File: config.mk
export PLATFORM = sky130hd
export DESIGN_NAME = ps2_key_fifo
export DESIGN_NICKNAME = d
export VERILOG_FILES = /design/src/rtl/ps2_key_fifo.sv
export SDC_FILE = /design/constraint.sdc
export NUM_CORES = 1
export LEC_CHECK = 0
export ABC_CLOCK_PERIOD_IN_PS = 7400
export BUFFER_PORTS_ARGS = -buffer_cell sky130_fd_sc_hd__buf_2
export CAP_MARGIN = 10
export CORE_MARGIN = 2
export CORE_UTILIZATION = 57
export DETAILED_ROUTE_END_ITERATION = 8
export PLACE_DENSITY = 0.76
export SETUP_SLACK_MARGIN = 0.15
export SLEW_MARGIN = 20
export SYNTH_ARGS = -nofsm -noshare
export SYNTH_HDL_FRONTEND = slang
export SYNTH_SLANG_ARGS = --single-unit
File: constraint.sdc
create_clock -name CLK -period 7.4 [get_ports CLK]
set_input_delay 1.11 -clock CLK [delete_from_list [all_inputs] [get_ports CLK]]
set_output_delay 1.11 -clock CLK [all_outputs]
set_load 0.05 [all_outputs]
File: src/rtl/ps2_key_fifo.sv
// PS/2 keyboard front end: frame deserialiser with start/parity/stop checks, E0/F0 prefix decode,
// a DEPTH-entry key FIFO and a two-deep display history of accepted make codes.
module ps2_key_fifo #(
  parameter int DEPTH          = 4,
  parameter int TIMEOUT_CYCLES = 50000,
  parameter int SYNC_STAGES    = 2,
  parameter int KEEP_BREAKS    = 0
) (
  input  logic                       CLK,
  input  logic                       RST_N,
  input  logic                       PS2_CLK,
  input  logic                       PS2_DATA,
  input  logic                       POP,
  output logic [7:0]                 KEY_CODE,
  output logic                       KEY_EXT,
  output logic                       KEY_BRK,
  output logic                       KEY_VALID,
  output logic [$clog2(DEPTH):0]     COUNT,
  output logic [7:0]                 LAST_CODE,
  output logic [7:0]                 PREV_CODE,
  output logic                       OVERFLOW,
  output logic                       FRAME_ERR
);

  localparam int AW = $clog2(DEPTH);
  localparam int CW = AW + 1;
  localparam int TW = $clog2(TIMEOUT_CYCLES + 1);

  typedef enum logic [1:0] {IDLE, DATA, PARITY, STOP} state_t;

  logic [SYNC_STAGES-1:0] clk_sync_q, dat_sync_q;
  logic                   clk_prev_q;
  logic                   ps2_clk_s, ps2_dat_s, fall;

  state_t                 state_q, state_d;
  logic [2:0]             bit_cnt_q, bit_cnt_d;
  logic [7:0]             shift_q, shift_d;
  logic                   par_q, par_d;
  logic [TW-1:0]          tmo_q, tmo_d;
  logic                   err, byte_ok;

  logic                   ext_pend_q, ext_pend_d, brk_pend_q, brk_pend_d;
  logic                   is_prefix, is_make, code_push;

  logic [9:0]             mem_q [DEPTH];
  logic [AW-1:0]          rd_ptr_q, wr_ptr_q;
  logic [CW-1:0]          count_q, count_d;
  logic                   full, pop_eff, wr_en, ovf_set;
  logic                   overflow_q, frame_err_q;
  logic [7:0]             last_q, prev_q;
  logic [9:0]             head;

  // Pins idle high, so the synchronisers reset to 1 to avoid a spurious edge.
  always_ff @(posedge CLK or negedge RST_N) begin
    if (!RST_N) begin
      clk_sync_q <= '1;
      dat_sync_q <= '1;
      clk_prev_q <= 1'b1;
    end else begin
      clk_sync_q <= {clk_sync_q[SYNC_STAGES-2:0], PS2_CLK};
      dat_sync_q <= {dat_sync_q[SYNC_STAGES-2:0], PS2_DATA};
      clk_prev_q <= ps2_clk_s;
    end
  end

  assign ps2_clk_s = clk_sync_q[SYNC_STAGES-1];
  assign ps2_dat_s = dat_sync_q[SYNC_STAGES-1];
  assign fall      = clk_prev_q & ~ps2_clk_s;

  always_comb begin
    state_d   = state_q;
    bit_cnt_d = bit_cnt_q;
    shift_d   = shift_q;
    par_d     = par_q;
    err       = 1'b0;
    byte_ok   = 1'b0;
    tmo_d     = (state_q == IDLE || fall) ? '0 : tmo_q + TW'(1);
    case (state_q)
      IDLE: if (fall) begin
        if (!ps2_dat_s) begin
          state_d   = DATA;
          bit_cnt_d = 3'd0;
        end else begin
          err = 1'b1;
        end
      end
      DATA: if (fall) begin
        shift_d   = {ps2_dat_s, shift_q[7:1]};
        bit_cnt_d = bit_cnt_q + 3'd1;
        if (bit_cnt_q == 3'd7) state_d = PARITY;
      end
      PARITY: if (fall) begin
        par_d   = ps2_dat_s;
        state_d = STOP;
      end
      STOP: if (fall) begin
        if (ps2_dat_s && (^{shift_q, par_q})) byte_ok = 1'b1;
        else                                   err     = 1'b1;
        state_d = IDLE;
      end
      default: state_d = IDLE;
    endcase
    if (state_q != IDLE && !fall && tmo_q == TW'(TIMEOUT_CYCLES - 1)) begin
      state_d = IDLE;
      tmo_d   = '0;
      err     = 1'b1;
    end
  end

  always_comb begin
    is_prefix  = (shift_q == 8'hE0) || (shift_q == 8'hF0);
    is_make    = byte_ok && !is_prefix && !brk_pend_q;
    code_push  = byte_ok && !is_prefix && (!brk_pend_q || (KEEP_BREAKS != 0));
    ext_pend_d = ext_pend_q;
    brk_pend_d = brk_pend_q;
    if (err) begin
      ext_pend_d = 1'b0;
      brk_pend_d = 1'b0;
    end else if (byte_ok) begin
      if (shift_q == 8'hE0)      ext_pend_d = 1'b1;
      else if (shift_q == 8'hF0) brk_pend_d = 1'b1;
      else begin
        ext_pend_d = 1'b0;
        brk_pend_d = 1'b0;
      end
    end
  end

  // A simultaneous pop frees the head slot, so a push into a full FIFO still lands.
  assign full    = (count_q == CW'(DEPTH));
  assign pop_eff = POP && (count_q != '0);
  assign wr_en   = code_push && (!full || pop_eff);
  assign ovf_set = code_push && full && !pop_eff;
  assign count_d = count_q + CW'(wr_en) - CW'(pop_eff);

  always_ff @(posedge CLK or negedge RST_N) begin
    if (!RST_N) begin
      state_q     <= IDLE;
      bit_cnt_q   <= '0;
      shift_q     <= '0;
      par_q       <= 1'b0;
      tmo_q       <= '0;
      ext_pend_q  <= 1'b0;
      brk_pend_q  <= 1'b0;
      rd_ptr_q    <= '0;
      wr_ptr_q    <= '0;
      count_q     <= '0;
      overflow_q  <= 1'b0;
      frame_err_q <= 1'b0;
      last_q      <= '0;
      prev_q      <= '0;
      for (int i = 0; i < DEPTH; i++) mem_q[i] <= '0;
    end else begin
      state_q     <= state_d;
      bit_cnt_q   <= bit_cnt_d;
      shift_q     <= shift_d;
      par_q       <= par_d;
      tmo_q       <= tmo_d;
      ext_pend_q  <= ext_pend_d;
      brk_pend_q  <= brk_pend_d;
      count_q     <= count_d;
      frame_err_q <= err;
      if (wr_en) begin
        mem_q[wr_ptr_q] <= {brk_pend_q, ext_pend_q, shift_q};
        wr_ptr_q        <= wr_ptr_q + AW'(1);
      end
      if (pop_eff) rd_ptr_q <= rd_ptr_q + AW'(1);
      if (ovf_set)      overflow_q <= 1'b1;
      else if (pop_eff) overflow_q <= 1'b0;
      if (is_make) begin
        prev_q <= last_q;
        last_q <= shift_q;
      end
    end
  end

  assign head      = mem_q[rd_ptr_q];
  assign KEY_VALID = (count_q != '0);
  assign KEY_CODE  = KEY_VALID ? head[7:0] : 8'h00;
  assign KEY_EXT   = KEY_VALID & head[8];
  assign KEY_BRK   = KEY_VALID & head[9];
  assign COUNT     = count_q;
  assign LAST_CODE = last_q;
  assign PREV_CODE = prev_q;
  assign OVERFLOW  = overflow_q;
  assign FRAME_ERR = frame_err_q;

endmodule

## Word level (Yosys, flattened, before mapping)

Cells that the tools add are included.

| storage, ports and cells | value |
|---|---|
| bits in registers | 102 |
| output and inout bits | 32 |

| operators by class | value |
|---|---|
| add/subtract/negate cells | 6 |
| order comparisons | 3 |
| equality and inequality tests | 19 |
| muxes and demuxes | 40 |
| bitwise operators | 6 |
| reduce and logical (&&, ||, !) cells | 31 |

Operators with widths:

| kind | count |
|---|---|
| 40-bit bitwise mux | 1 |
| 16-bit two-way mux | 2 |
| 10-bit two-way mux | 3 |
| 10-bit binary-select mux with 2-bit select | 1 |
| 10-bit demux with 2-bit select | 1 |
| 1-bit two-way mux | 18 |
| 16-bit by 1-bit adder with 16-bit output, second input constant | 1 |
| 16-bit equality test, second input constant | 1 |
| 8-bit equality test, second input constant | 2 |
| 3-bit != test, second input constant | 5 |
| 2-bit two-way mux | 7 |
| 1-bit logical AND | 10 |
| 3-bit two-way mux | 3 |
| 9-bit XOR reduction | 1 |
| 8-bit two-way mux | 1 |
| 2-bit != test, second input constant | 4 |
| 2-bit case mux with 4 select lines | 1 |
| 2-bit AND reduction | 4 |
| 2-bit nonzero test | 4 |
| 3-bit equality test, second input constant | 2 |
| 3-bit >= comparator, second input constant | 2 |
| 3-bit by 2-bit != test with 1-bit output, second input constant | 2 |
| 2-bit NOT with 3-bit output | 2 |
| 3-bit case mux with 2 select lines | 1 |
| 16 further kinds | 26 |

## Depth between registers and ports, before layout

| depth | value |
|---|---|
| word-level depth | 10 |
| mapped depth | 13 |
| gate-level depth less buffers | 11 |

## Least setup slack after synthesis

Ideal clock, no wire load.

| path | value |
|---|---|
| kind | flip-flop to output port |
| from | reg count_q[1], in the netlist COUNT[1] |
| to | out KEY_CODE[0] |
| arrival time | 2008 ps |
| slack | 4282 ps |
| cell stages (with the launch flop) | 4 |
| buffers on the path | 1 |
| path through | dfrtp_1 or3_1 clkbuf_1 and2_1 |

| between the ends | value |
|---|---|
| word-level cells in the longest chain between the ends | 2 |

Ends and longest elaborated chain:

| element | RTL line | source |
|---|---|---|
| start, declared | 47 | `logic [CW-1:0] count_q, count_d;` |
| start signal, assigned | 161 | `count_q <= count_d;` |
| 3-bit nonzero test | 178 | `assign KEY_VALID = (count_q != '0);` |
| net KEY_VALID | 17 | `output logic KEY_VALID,` |
| 8-bit two-way mux | 179 | `assign KEY_CODE = KEY_VALID ? head[7:0] : 8'h00;` |
| end, declared | 14 | `output logic [7:0] KEY_CODE,` |

The timed path passes the listed nets, and every way through them passes these cells.

## Worst setup path in the final report

| path | value |
|---|---|
| from | reg shift_q[3] |
| to | reg count_q[2], in the netlist COUNT[2] |

| between the ends | value |
|---|---|
| word-level cells in the longest chain between the ends | 10 |

Ends and longest elaborated chain:

| element | RTL line | source |
|---|---|---|
| start, declared | 37 | `logic [7:0] shift_q, shift_d;` |
| start signal, assigned | 156 | `shift_q <= shift_d;` |
| 9-bit XOR reduction | 97 | `if (ps2_dat_s && (^{shift_q, par_q})) byte_ok = 1'b1;` |
| 1-bit logical AND | 97 |  |
| 1-bit two-way mux | 97 |  |
| 1-bit two-way mux | 96 | `STOP: if (fall) begin` |
| 1-bit two-way mux | 78 | `case (state_q)` |
| 1-bit logical AND (*) (2 in a row) | 113 | `code_push = byte_ok && !is_prefix && (!brk_pend_q \|\| (KEEP_BREAKS != 0));` |
| 1-bit logical AND (*) | 132 | `assign wr_en = code_push && (!full \|\| pop_eff);` |
| 3-bit by 1-bit adder with 3-bit output (*) | 134 | `assign count_d = count_q + CW'(wr_en) - CW'(pop_eff);` |
| 3-bit by 1-bit subtractor with 3-bit output (*) | 134 |  |
| net count_d[2] | 47 |  |

Mark *: on every way through the listed nets, which the timed path passes. The rest lies on a longest branch.
A chain may end at the register's enable or synchronous reset.

==> impl_metrics.toml <==
[drt]
viasPerCell = 5.59
drc_errors = 0
vias = 2778
ant_nets = 0
postRouteWirelength_um = 8530
drt_iter0_drc = 108
first_pass_iters = 4
routedWlPerCell_um = 17.2

[sta]
finalCriticalPeriod_ns = 3.46
slew_viol_final = 0
setup_viol = 0
rsz0062_at_grt = "no"
worstMarginPinSlew_ns = 0.819
hold_violations = 0
fmax_mhz = 289
fin_worst_skew_ns = 0.00898
period_share = 0.467
slew_headroom = 0.451
fin_tns_setup_ns = 0

[flow_run]
maxCapViolCount = 0

[synth]
ys_seq_area_frac = 0.535
syn_inst = 356
yosysUniqueCellTypes = 46
synth.avg_cell_area_um2 = 13.4
async_flop_share = 1.00
yosys_warnings = 0
synth_edf_count = 0
synth_top_flop_cell = "dfrtp_1"
ys_ff_latch = 102
syn_nets = 375
synth_area_um2 = 4780

[die]
die_area_um2 = 9140
die_y_um = 95.6
rows = 33
coreArea_um2 = 8180
die_x_um = 95.6
io_pins = 37
initial_core_util = 0.585

[cells_and_area]
fin_area_um2 = 5220
final_cell_mix = "dfrtp_1 (97), mux2_2 (57), buf_2 (35), nor2_1 (24), and2_1 (16)"
fillers = 611
drive_gt1_frac = 0.357
antenna_cells = 0
nNetsFinal = 406
syn2layout_area_growth_pct = 9.05
mostFrequentLayoutCell = "dfrtp_1"

[hold_path]
min_from = "dat_sync_q[0]"
hp-class = "register to register"

[clock_network]
cts_tree = "yes"
clkLatencyLatePin_ns = 0.36
ctsHoldBuffers = 0
clk_root_buffer_cell = "clkbuf_8"
htreeDepth = 3
cts_buffer_depth = 2
post_cts_buffers = 0
ctsResizeCount = 0
cts_made_buffers = 9
clock-sinks = 102
clkTransAtPathRegs_ns = 0.10

[global_route]
overflow = 0
groute.usage.overall = 0.210
grt_start_max_net_pins = 67
antenna_found_initial = 0
first_global_vias = 2876
grt_pass1_wl_um = 14300

[place]
dp_hpwl_um = 5820
gp_congestion = 0.774
place_area_um2 = 5010
portBuffers = 36

[setup_path]
crit_required_ns = 7.65
worstPathArrival_ns = 3.71
cp_slowest_cell = "xnor2_2"
reg2reg_from = "shift_q[3]"
critPathCaptureType = "register"
cp-startpoint = "shift_q[3]"
crit_fanout = 11
crit_chain = "xnor2_2, xnor3_1, xnor2_2, nand3_1, ha_1, inv_1, ha_1, inv_1, fa_1, xnor2_1, xnor2_1"
crit_type = "register to register"
startpoint_type = "register"
worst_path_largest_cell_delay_ns = 0.68

[power_and_ir_drop]
p_leak_nw = 2.58
powerDensity_nw_per_um2 = 334
peakVddDrop_mv = 0.219

[run_status]
outcome = "finished clean"
==> cells in the mapped netlist, drive strengths merged (2+ instances only) <==
library cell,instances,area [um2]
dfrtp,97,2430
mux2,62,717
nor2,25,96.4
and2,16,100
xnor2,16,155
ha,13,163
nand3,13,70.1
inv,11,41.3
mux4,10,225
buf,9,62.6
nand2,9,33.8
xor2,9,78.8
clkbuf,8,30.0
nand4,7,104
o21ai,6,30.0
a21oi,5,25.0
and3,5,31.3
dfstp,5,131
nand2b,5,31.3
nor3,4,20.0
a2111oi,2,25.0
a31oi,2,18.8
nor4b,2,17.5
nor4bb,2,20.0
==> power breakdown <==
group	total [mW]	switching (mW)	leakage [nW]	internal, mW
Sequential	0.773	0.132	1.37	0.642
Combinational	0.608	0.373	1.11	0.236
Clock	0.360	0.197	0.103	0.163
Total	1.74	0.701	2.58	1.04
==> flip-flops by register name, summed over array words and instances (netlist names), 2 cells and up <==
| signal | cells |
|---|---|
| COUNT | 3 |
| tmo_q | 16 |
| dat_sync_q | 2 |
| bit_cnt_q | 3 |
| wr_ptr_q | 2 |
| PREV_CODE | 8 |
| state_q | 2 |
| shift_q | 8 |
| LAST_CODE | 8 |
| rd_ptr_q | 2 |
| clk_sync_q | 2 |
| mem_q | 40 |
==> area by class of cell <==
type | instances | area [um2] | share of cell area
clock buffer | 10 | 128 | 0.0245
inverter | 11 | 41.3 | 0.00791
sequential | 102 | 2560 | 0.490
multi-input combinational | 226 | 2090 | 0.401
timing repair buffer | 37 | 190 | 0.0365
tap | 105 | 131 | 0.0252
clock inverter | 6 | 76.3 | 0.0146
==> cells by family (layout without fill, tap and decap cells) <==
| logic type | count (synthesis) | count (layout) | synth area share |
|---|---|---|---|
| compound gates | 20 | 20 | 0.0298 |
| xor+xnor | 26 | 26 | 0.0536 |
| fa+ha+maj | 14 | 14 | 0.0382 |
| buf+inv | 28 | 64 | 0.0280 |
| flops | 102 | 102 | 0.535 |
| mux | 73 | 73 | 0.199 |
| simple gates | 93 | 93 | 0.117 |
==> critical path, delay by kind of cell (launching register included) <==
kind | cells | cell delay (ns)
adder cells (fa/ha/maj) | 3 | 0.85
AND/OR/NAND/NOR | 1 | 0.30
buffers and inverters | 2 | 0.09
flip-flops | 1 | 0.55
XOR/XNOR | 5 | 1.54
==> worst paths after layout <==
check	slack, ns	depth (start not counted)	end
min	0.36	0	dat_sync_q[1]
max reg2reg	3.94	11	COUNT[2]
min reg2reg	0.36	0	dat_sync_q[1]
min in group asynchronous	0.68	1	mem_q[32]
max	3.94	11	COUNT[2]
max in group asynchronous	5.54	2	tmo_q[3]
==> per-layer routing <==
layer / vias up / wire [um] / GRT usage
met1: 1407 / 3960 / 0.288
met3: 12 / 249 / 0.0411
met5: - / 0 / 0
met4: 0 / 123 / 0.0583
li1: 1309 / - / -
met2: 50 / 4200 / 0.344
==> through the flow <==
step	instances	hold slack (ns)	utilization	power (mW)	worst slack, ns
floorplan	356	0.345	-	1.31	4.28
global placement	481	0.345	0.613	1.37	4.00
detailed placement	481	0.347	0.613	1.40	3.94
CTS	497	0.363	0.638	1.76	3.93
global route	497	0.366	0.638	1.85	3.66
finish	497	0.361	0.638	1.74	3.94
Note: power is estimated with default switching activity, not from simulation.
